===== config.mk =====
export PLATFORM = sky130hd
export DESIGN_NAME = aes_mode_sequencer
export DESIGN_NICKNAME = d
export VERILOG_FILES = /design/src/rtl/aes_mode_sequencer.sv
export SDC_FILE = /design/constraint.sdc
export NUM_CORES = 2
export LEC_CHECK = 0
export ABC_AREA = 1
export CAP_MARGIN = 20
export CORE_UTILIZATION = 41
export DETAILED_ROUTE_END_ITERATION = 10
export GPL_TIMING_DRIVEN = 0
export PLACE_DENSITY = 0.72
export SLEW_MARGIN = 20
export SYNTH_ARGS = -nofsm -noshare
export SYNTH_HDL_FRONTEND = slang
export SYNTH_SLANG_ARGS = --single-unit

===== constraint.sdc =====
create_clock -name CLK -period 7.12 [get_ports CLK]
set_input_delay 1.424 -clock CLK [delete_from_list [all_inputs] [get_ports CLK]]
set_output_delay 1.424 -clock CLK [all_outputs]
set_load 0.03 [all_outputs]

===== src/rtl/aes_mode_sequencer.sv =====
// Multi-channel ECB/CBC/CTR chaining front end around a single cipher core, with an output FIFO.
// Optional core watchdog enabled by defining AES_SEQ_TIMEOUT_EN.
module aes_mode_sequencer #(
    parameter int NCH        = 2,
    parameter int FIFO_DEPTH = 4,
    parameter int CTR_W      = 32,
    parameter int TIMEOUT    = 64,
    localparam int CHW       = (NCH > 1) ? $clog2(NCH) : 1
) (
    input  logic           CLK,
    input  logic           CLR_N,
    input  logic           cfg_we,
    input  logic [CHW-1:0] cfg_ch,
    input  logic [1:0]     cfg_mode,
    input  logic           cfg_enc_dec,
    input  logic [127:0]   cfg_iv,
    output logic           cfg_err,
    input  logic           in_valid,
    output logic           in_ready,
    input  logic [CHW-1:0] in_ch,
    input  logic [127:0]   in_data,
    output logic           core_go,
    output logic           core_enc_dec,
    output logic [127:0]   core_state_i,
    input  logic [127:0]   core_state_o,
    input  logic           core_CF,
    output logic           out_valid,
    input  logic           out_ready,
    output logic [CHW-1:0] out_ch,
    output logic [127:0]   out_data,
    output logic           busy,
    output logic           timeout
);

    localparam int PTRW = (FIFO_DEPTH > 1) ? $clog2(FIFO_DEPTH) : 1;
    localparam int CNTW = $clog2(FIFO_DEPTH + 1);
    localparam logic [1:0] M_ECB = 2'b00;
    localparam logic [1:0] M_CBC = 2'b01;
    localparam logic [1:0] M_CTR = 2'b10;
    localparam logic [127:0] CTR_MASK = (128'd1 << CTR_W) - 128'd1;

    typedef enum logic [1:0] {S_IDLE, S_ISSUE, S_WAIT, S_POST} state_e;

    state_e           state_q, state_d;
    logic [1:0]       mode_q  [NCH];
    logic             dir_q   [NCH];
    logic [127:0]     chain_q [NCH];

    logic [CHW-1:0]   ch_q;
    logic             chok_q;
    logic [1:0]       mode_op_q;
    logic             dir_op_q;
    logic [127:0]     cin_q;
    logic [127:0]     data_q;
    logic [127:0]     res_q;
    logic             cfg_err_q;

    logic [127:0]     fifo_data_q [FIFO_DEPTH];
    logic [CHW-1:0]   fifo_ch_q   [FIFO_DEPTH];
    logic [PTRW-1:0]  wr_ptr_q, rd_ptr_q;
    logic [CNTW-1:0]  count_q;

    logic             acc, push, pop, upd;
    logic             in_chok, cfg_chok, cfg_rej, cfg_ok;
    logic [1:0]       in_mode;
    logic             in_dir, acc_dir;
    logic [127:0]     in_chain, acc_cin;
    logic [127:0]     chain_cur, chain_nxt, post_out;

`ifdef AES_SEQ_TIMEOUT_EN
    localparam int WDW = $clog2(TIMEOUT + 1);
    logic [WDW-1:0]   wd_q;
    logic             wd_exp;
    logic             timeout_q;
`endif

    function automatic logic [PTRW-1:0] ptr_inc(input logic [PTRW-1:0] p);
        if (int'(p) == FIFO_DEPTH - 1) return '0;
        return p + PTRW'(1);
    endfunction

    assign busy      = (state_q != S_IDLE);
    assign core_go   = (state_q == S_ISSUE);
    assign core_enc_dec = dir_op_q;
    assign core_state_i = cin_q;
    assign cfg_err   = cfg_err_q;
    assign out_valid = (count_q != '0);
    assign out_data  = out_valid ? fifo_data_q[rd_ptr_q] : '0;
    assign out_ch    = out_valid ? fifo_ch_q[rd_ptr_q] : '0;

    assign in_chok  = (int'(in_ch) < NCH);
    assign cfg_chok = (int'(cfg_ch) < NCH);
    assign in_ready = (state_q == S_IDLE) && (count_q != CNTW'(FIFO_DEPTH)) &&
                      !(cfg_we && (cfg_ch == in_ch));
    assign acc      = in_valid && in_ready;
    // Only the in-flight channel is locked; every other channel stays writable while busy.
    assign cfg_rej  = cfg_we && (!cfg_chok || (busy && (cfg_ch == ch_q)));
    assign cfg_ok   = cfg_we && !cfg_rej;
    assign push     = (state_q == S_POST);
    assign pop      = out_valid && out_ready;
    assign upd      = push && chok_q && (mode_op_q != M_ECB);

    always_comb begin
        in_mode  = M_ECB;
        in_dir   = 1'b1;
        in_chain = '0;
        if (in_chok) begin
            in_dir   = dir_q[in_ch];
            in_chain = chain_q[in_ch];
            if (mode_q[in_ch] == M_CBC || mode_q[in_ch] == M_CTR) in_mode = mode_q[in_ch];
        end
        acc_dir = in_dir;
        acc_cin = in_data;
        case (in_mode)
            M_CBC:   if (in_dir) acc_cin = in_data ^ in_chain;
            M_CTR:   begin
                acc_cin = in_chain;
                acc_dir = 1'b1;
            end
            default: ;
        endcase
    end

    always_comb begin
        chain_cur = chok_q ? chain_q[ch_q] : '0;
        post_out  = res_q;
        chain_nxt = chain_cur;
        case (mode_op_q)
            M_CBC: begin
                if (dir_op_q) begin
                    chain_nxt = res_q;
                end else begin
                    post_out  = res_q ^ chain_cur;
                    chain_nxt = data_q;
                end
            end
            M_CTR: begin
                post_out  = res_q ^ data_q;
                chain_nxt = ((chain_cur + 128'd1) & CTR_MASK) | (chain_cur & ~CTR_MASK);
            end
            default: ;
        endcase
    end

    always_comb begin
        state_d = state_q;
`ifdef AES_SEQ_TIMEOUT_EN
        wd_exp  = 1'b0;
`endif
        case (state_q)
            S_IDLE:  if (acc) state_d = S_ISSUE;
            S_ISSUE: state_d = S_WAIT;
            S_WAIT: begin
                if (core_CF) begin
                    state_d = S_POST;
                end
`ifdef AES_SEQ_TIMEOUT_EN
                else if (wd_q == WDW'(TIMEOUT - 1)) begin
                    state_d = S_IDLE;
                    wd_exp  = 1'b1;
                end
`endif
            end
            S_POST:  state_d = S_IDLE;
            default: state_d = S_IDLE;
        endcase
    end

    always_ff @(posedge CLK or negedge CLR_N) begin
        if (!CLR_N) begin
            state_q   <= S_IDLE;
            ch_q      <= '0;
            chok_q    <= 1'b0;
            mode_op_q <= M_ECB;
            dir_op_q  <= 1'b0;
            cin_q     <= '0;
            cfg_err_q <= 1'b0;
            wr_ptr_q  <= '0;
            rd_ptr_q  <= '0;
            count_q   <= '0;
        end else begin
            state_q   <= state_d;
            cfg_err_q <= cfg_rej;
            if (acc) begin
                ch_q      <= in_ch;
                chok_q    <= in_chok;
                mode_op_q <= in_mode;
                dir_op_q  <= acc_dir;
                cin_q     <= acc_cin;
            end
            if (push) wr_ptr_q <= ptr_inc(wr_ptr_q);
            if (pop)  rd_ptr_q <= ptr_inc(rd_ptr_q);
            case ({push, pop})
                2'b10:   count_q <= count_q + CNTW'(1);
                2'b01:   count_q <= count_q - CNTW'(1);
                default: ;
            endcase
        end
    end

    always_ff @(posedge CLK or negedge CLR_N) begin
        if (!CLR_N) begin
            for (int i = 0; i < NCH; i++) begin
                mode_q[i]  <= M_ECB;
                dir_q[i]   <= 1'b1;
                chain_q[i] <= '0;
            end
        end else begin
            for (int i = 0; i < NCH; i++) begin
                if (cfg_ok && int'(cfg_ch) == i) begin
                    mode_q[i]  <= cfg_mode;
                    dir_q[i]   <= cfg_enc_dec;
                    chain_q[i] <= cfg_iv;
                end else if (upd && int'(ch_q) == i) begin
                    chain_q[i] <= chain_nxt;
                end
            end
        end
    end

    always_ff @(posedge CLK) begin
        if (acc) data_q <= in_data;
        if (state_q == S_WAIT && core_CF) res_q <= core_state_o;
        if (push) begin
            fifo_data_q[wr_ptr_q] <= post_out;
            fifo_ch_q[wr_ptr_q]   <= ch_q;
        end
    end

`ifdef AES_SEQ_TIMEOUT_EN
    always_ff @(posedge CLK or negedge CLR_N) begin
        if (!CLR_N) begin
            wd_q      <= '0;
            timeout_q <= 1'b0;
        end else begin
            wd_q      <= (state_q == S_WAIT) ? wd_q + WDW'(1) : '0;
            timeout_q <= wd_exp;
        end
    end
    assign timeout = timeout_q;
`else
    assign timeout = 1'b0;
`endif

endmodule


==> flow_metrics.tcl <==
set metrics [dict create \
    drt_pass1_iterations 8 \
    status "complete, no violations" \
    grt_antenna_before_repair 16 \
    postLayoutCellArea_um2 74100 \
    max_cap_viol_count 0 \
    sw_frac_of_total_pct 52.5 \
    synth.ff_latch_count 1177 \
    cts-resized-gates 0 \
    nFillCells 13600 \
    num_rows 140 \
    sequentialPowerShare_pct 26.8 \
    seq_area_frac_synth_pct 55.2 \
    flip_flop_cell_with_the_highest_count_after_synthesis "edfxtp_1" \
    core_region_area_um2 146000 \
    placed_area_um2 69700 \
    cts_sinks 1177 \
    final_layout_size_suffix_gt1_share_pct 4.82 \
    groute.usage.overall_pct 43.2 \
    netlist-cell-type-count 43 \
    postSynth.asyncResetShare_pct 34.4 \
    initial_utilization_pct 41.4 \
    crit_path_max_fanout 10 \
    cts.root.buffer_cell "clkbuf_16" \
    chipWidth_um 386 \
    data_required_time_at_the_worst_endpoint_ps 5700 \
    clkLatencyLatePin_ps 810 \
    power_leakage_nw 29.3 \
    clock-skew-final_ps 35.2 \
    clock.fmax_mhz 173 \
    design.portCount 659 \
    slowest_stage "clkdlybuf4s50_1" \
    worst_slack_ps 1350 \
    detailed_route_vias_per_instance 6.21 \
    cts-buffers-inserted 134 \
    worstSetupStartpointType "flip-flop" \
    syn2layout_area_growth_pct 22.8 \
    cts.reportedPaths.clkPinSlew_ps 60 \
    cts_max_level 4 \
    final_util_pct 50.8 \
    rsz0062_at_grt "no" \
    pwr_density_cell_nw_per_um2 571 \
    synth_area_um2 60400 \
    synth_nets 7406 \
    fp.dieArea_um2 149000 \
    relSlewSlack_pct 6.55 \
    numPortBuffers 656 \
    clockBufferDepth 3 \
    final_hold_viol_count 0 \
    drt_drc_violations_left 0 \
    dp_worst_setup_slack_ps 1480 \
    synthCells 6993 \
    mostFrequentLayoutCells "nand2_1, o21ai_0, edfxtp_1" \
    finalSetupViolCount 0 \
    pwr-share-comb_pct 56.7 \
    power.switching_mw 22.2 \
    drv_slew 0 \
    cell_mode_on_critical_path "clkbuf_1" \
    detail_route.wirelength_um 330000 \
    grt_first_pass_wirelength_um 440000 \
    cp_cell_sequence "clkbuf_1, clkbuf_1, clkbuf_1, nor2_1, nor2_1, o21ai_0, a21oi_1, clkdlybuf4s50_1" \
    synth_edf_count 772 \
    die_height_um 386 \
    power_report.internal_total_mw 20.1 \
    antenna_left 0 \
    layout.cells.most_common "nand2_1" \
    timing_worst_slew_pin_value_ps 1400 \
    final_wtd_congestion 1.09 \
    data_arrival_critical_path_ps 4340 \
    final_cells 9830 \
    detailedPlacementHpwl_um 258000 \
    yosys_warn_count 0 \
    peakVddDrop_mv 0.338 \
    layout.nets 8211 \
    grt_max_degree 93 \
    synthesis.area_per_instance_um2 8.63 \
    routedWlPerCell_um 33.5 \
    grt_overflow_total 0 \
    postCtsSetupBuffers 0 \
    worstHoldPathType "flip-flop to flip-flop" \
    via_count 61100 \
    layout_worst_path_cycle_share_pct 81.0 \
    fin_crit_ps 5770 \
    postCtsHoldBufs 0 \
    dp.cells 9579 \
    grt_pass1_vias 55300 \
    critical_path_class "flip-flop to output pin" \
    max_stage_delay_ps 800 \
    share_clk_of_total_power_pct 16.4 \
    cts_tree "done" \
    endpoint_kind "output pin" \
    iteration_0_drc_count_of_the_detailed_router 9455 \
]
-- Yosys cell counts (2+ instances only) --
| cell type | count | area share (%) |
|---|---|---|
| nand2_1 | 1424 | 8.9 |
| o21ai_0 | 864 | 7.2 |
| edfxtp_1 | 772 | 38 |
| a21oi_1 | 655 | 5.4 |
| nor2_1 | 654 | 4.1 |
| inv_1 | 570 | 3.5 |
| dfrtp_1 | 403 | 17 |
| nand3_1 | 387 | 3.2 |
| clkbuf_1 | 349 | 2.2 |
| o22ai_1 | 233 | 2.4 |
| o211ai_1 | 188 | 2.3 |
| a221oi_1 | 130 | 1.9 |
| buf_2 | 112 | 0.93 |
| buf_1 | 57 | 0.35 |
| o221ai_1 | 46 | 0.67 |
| o21ai_1 | 40 | 0.33 |
| ha_1 | 17 | 0.35 |
| nor3_1 | 11 | 0.091 |
| a31oi_1 | 9 | 0.093 |
| nand2_2 | 9 | 0.093 |
| nor2_2 | 8 | 0.083 |
| inv_2 | 7 | 0.044 |
| buf_4 | 6 | 0.075 |
| nor2_4 | 5 | 0.093 |
| buf_6 | 4 | 0.075 |
| nand3_2 | 4 | 0.066 |
| o21bai_1 | 4 | 0.050 |
| a21o_1 | 3 | 0.037 |
| clkinv_1 | 3 | 0.019 |
| and2_1 | 2 | 0.021 |
| dfstp_2 | 2 | 0.087 |
| nand3b_1 | 2 | 0.025 |
| or2_2 | 2 | 0.021 |
| xnor2_1 | 2 | 0.029 |
-- cell families (layout without fill, tap and decap cells) --
logic type               count (synthesis)  in the layout  share of synthesized area [%]
AO/OA/AOI/OAI                         2175           2175                           20.5
XOR/XNOR                                 2              2                         0.0290
buffers and inverters                 1111           2022                           7.28
adder cells (fa/ha/maj)                 18             18                          0.386
AND/OR/NAND/NOR                       2509           2509                           16.6
other                                    1             10                        0.00621
flip-flops                            1177           1177                           55.2
-- worst paths after layout --
path                                    from            endpoint  slack, ps  depth (start not counted)
min reg2reg                core_state_i[111]   core_state_i[111]        480                          2
max reg2reg                     mode_op_q[1]  fifo_data_q[3][85]       2850                          7
min in group asynchronous              CLR_N         chain_q[15]        490                          1
max in group asynchronous              CLR_N          state_q[0]       5050                          4
min                        core_state_i[111]   core_state_i[111]        480                          2
max                              rd_ptr_q[0]       out_data[122]       1350                          8
-- registers in the layout (all words and copies together), names as in the netlist, 3 cells and up --
register / count
chain_q: 256
core_state_i: 128
count_q: 3
data_q: 128
fifo_ch_q: 4
fifo_data_q: 512
mode_q: 4
res_q: 128
-- area by class of cell --
type | instances | area [um2] | area share (%)
antenna | 9 | 22.5 | 0.0304
buffer | 530 | 2220 | 3.00
tap | 1917 | 2400 | 3.24
multi-input combinational | 4705 | 22600 | 30.6
inverter | 581 | 2220 | 3.00
sequential | 1177 | 33300 | 45.0
clock buffer | 181 | 3690 | 4.99
timing repair buffer | 669 | 6910 | 9.33
clock inverter | 61 | 653 | 0.882
-- metrics by stage --
stage	hold slack [ps]	total power, mW	TNS [ps]
after global placement	466	34.0	-6439620
after CTS	471	41.0	0
final	482	42.3	0
after detailed placement	465	34.0	0
after global routing	492	43.3	0
after floorplan	446	23.2	0
-- power groups by stage --
stage / registers (mW) / logic, mW / clock network (mW)
2_1_floorplan: 11.6 / 11.6 / 0
3_3_place_gp: 11.6 / 22.4 / 0
3_5_place_dp: 11.3 / 22.7 / 0
4_1_cts: 11.2 / 22.8 / 6.97
5_1_grt: 11.5 / 24.6 / 7.22
6_report: 11.3 / 24.0 / 6.95
-- layer usage --
metal	wire, um	global-route usage [%]	part of all wire (%)	vias up
li1	-	-	-	25900
met1	128000	58.0	39	29600
met2	134000	60.1	41	4746
met3	50700	18.6	15	792
met4	16500	19.1	5.0	16
met5	160	0	0.049	-
-- critical path: cells and delay by family (launching register included) --
family	cells	cell delay [ps]
DFF	1	350
and+or+nand+nor	2	220
AOI/OAI and AO/OA	2	630
buffers and inverters	4	2370
(Power assumes the default switching activity.)
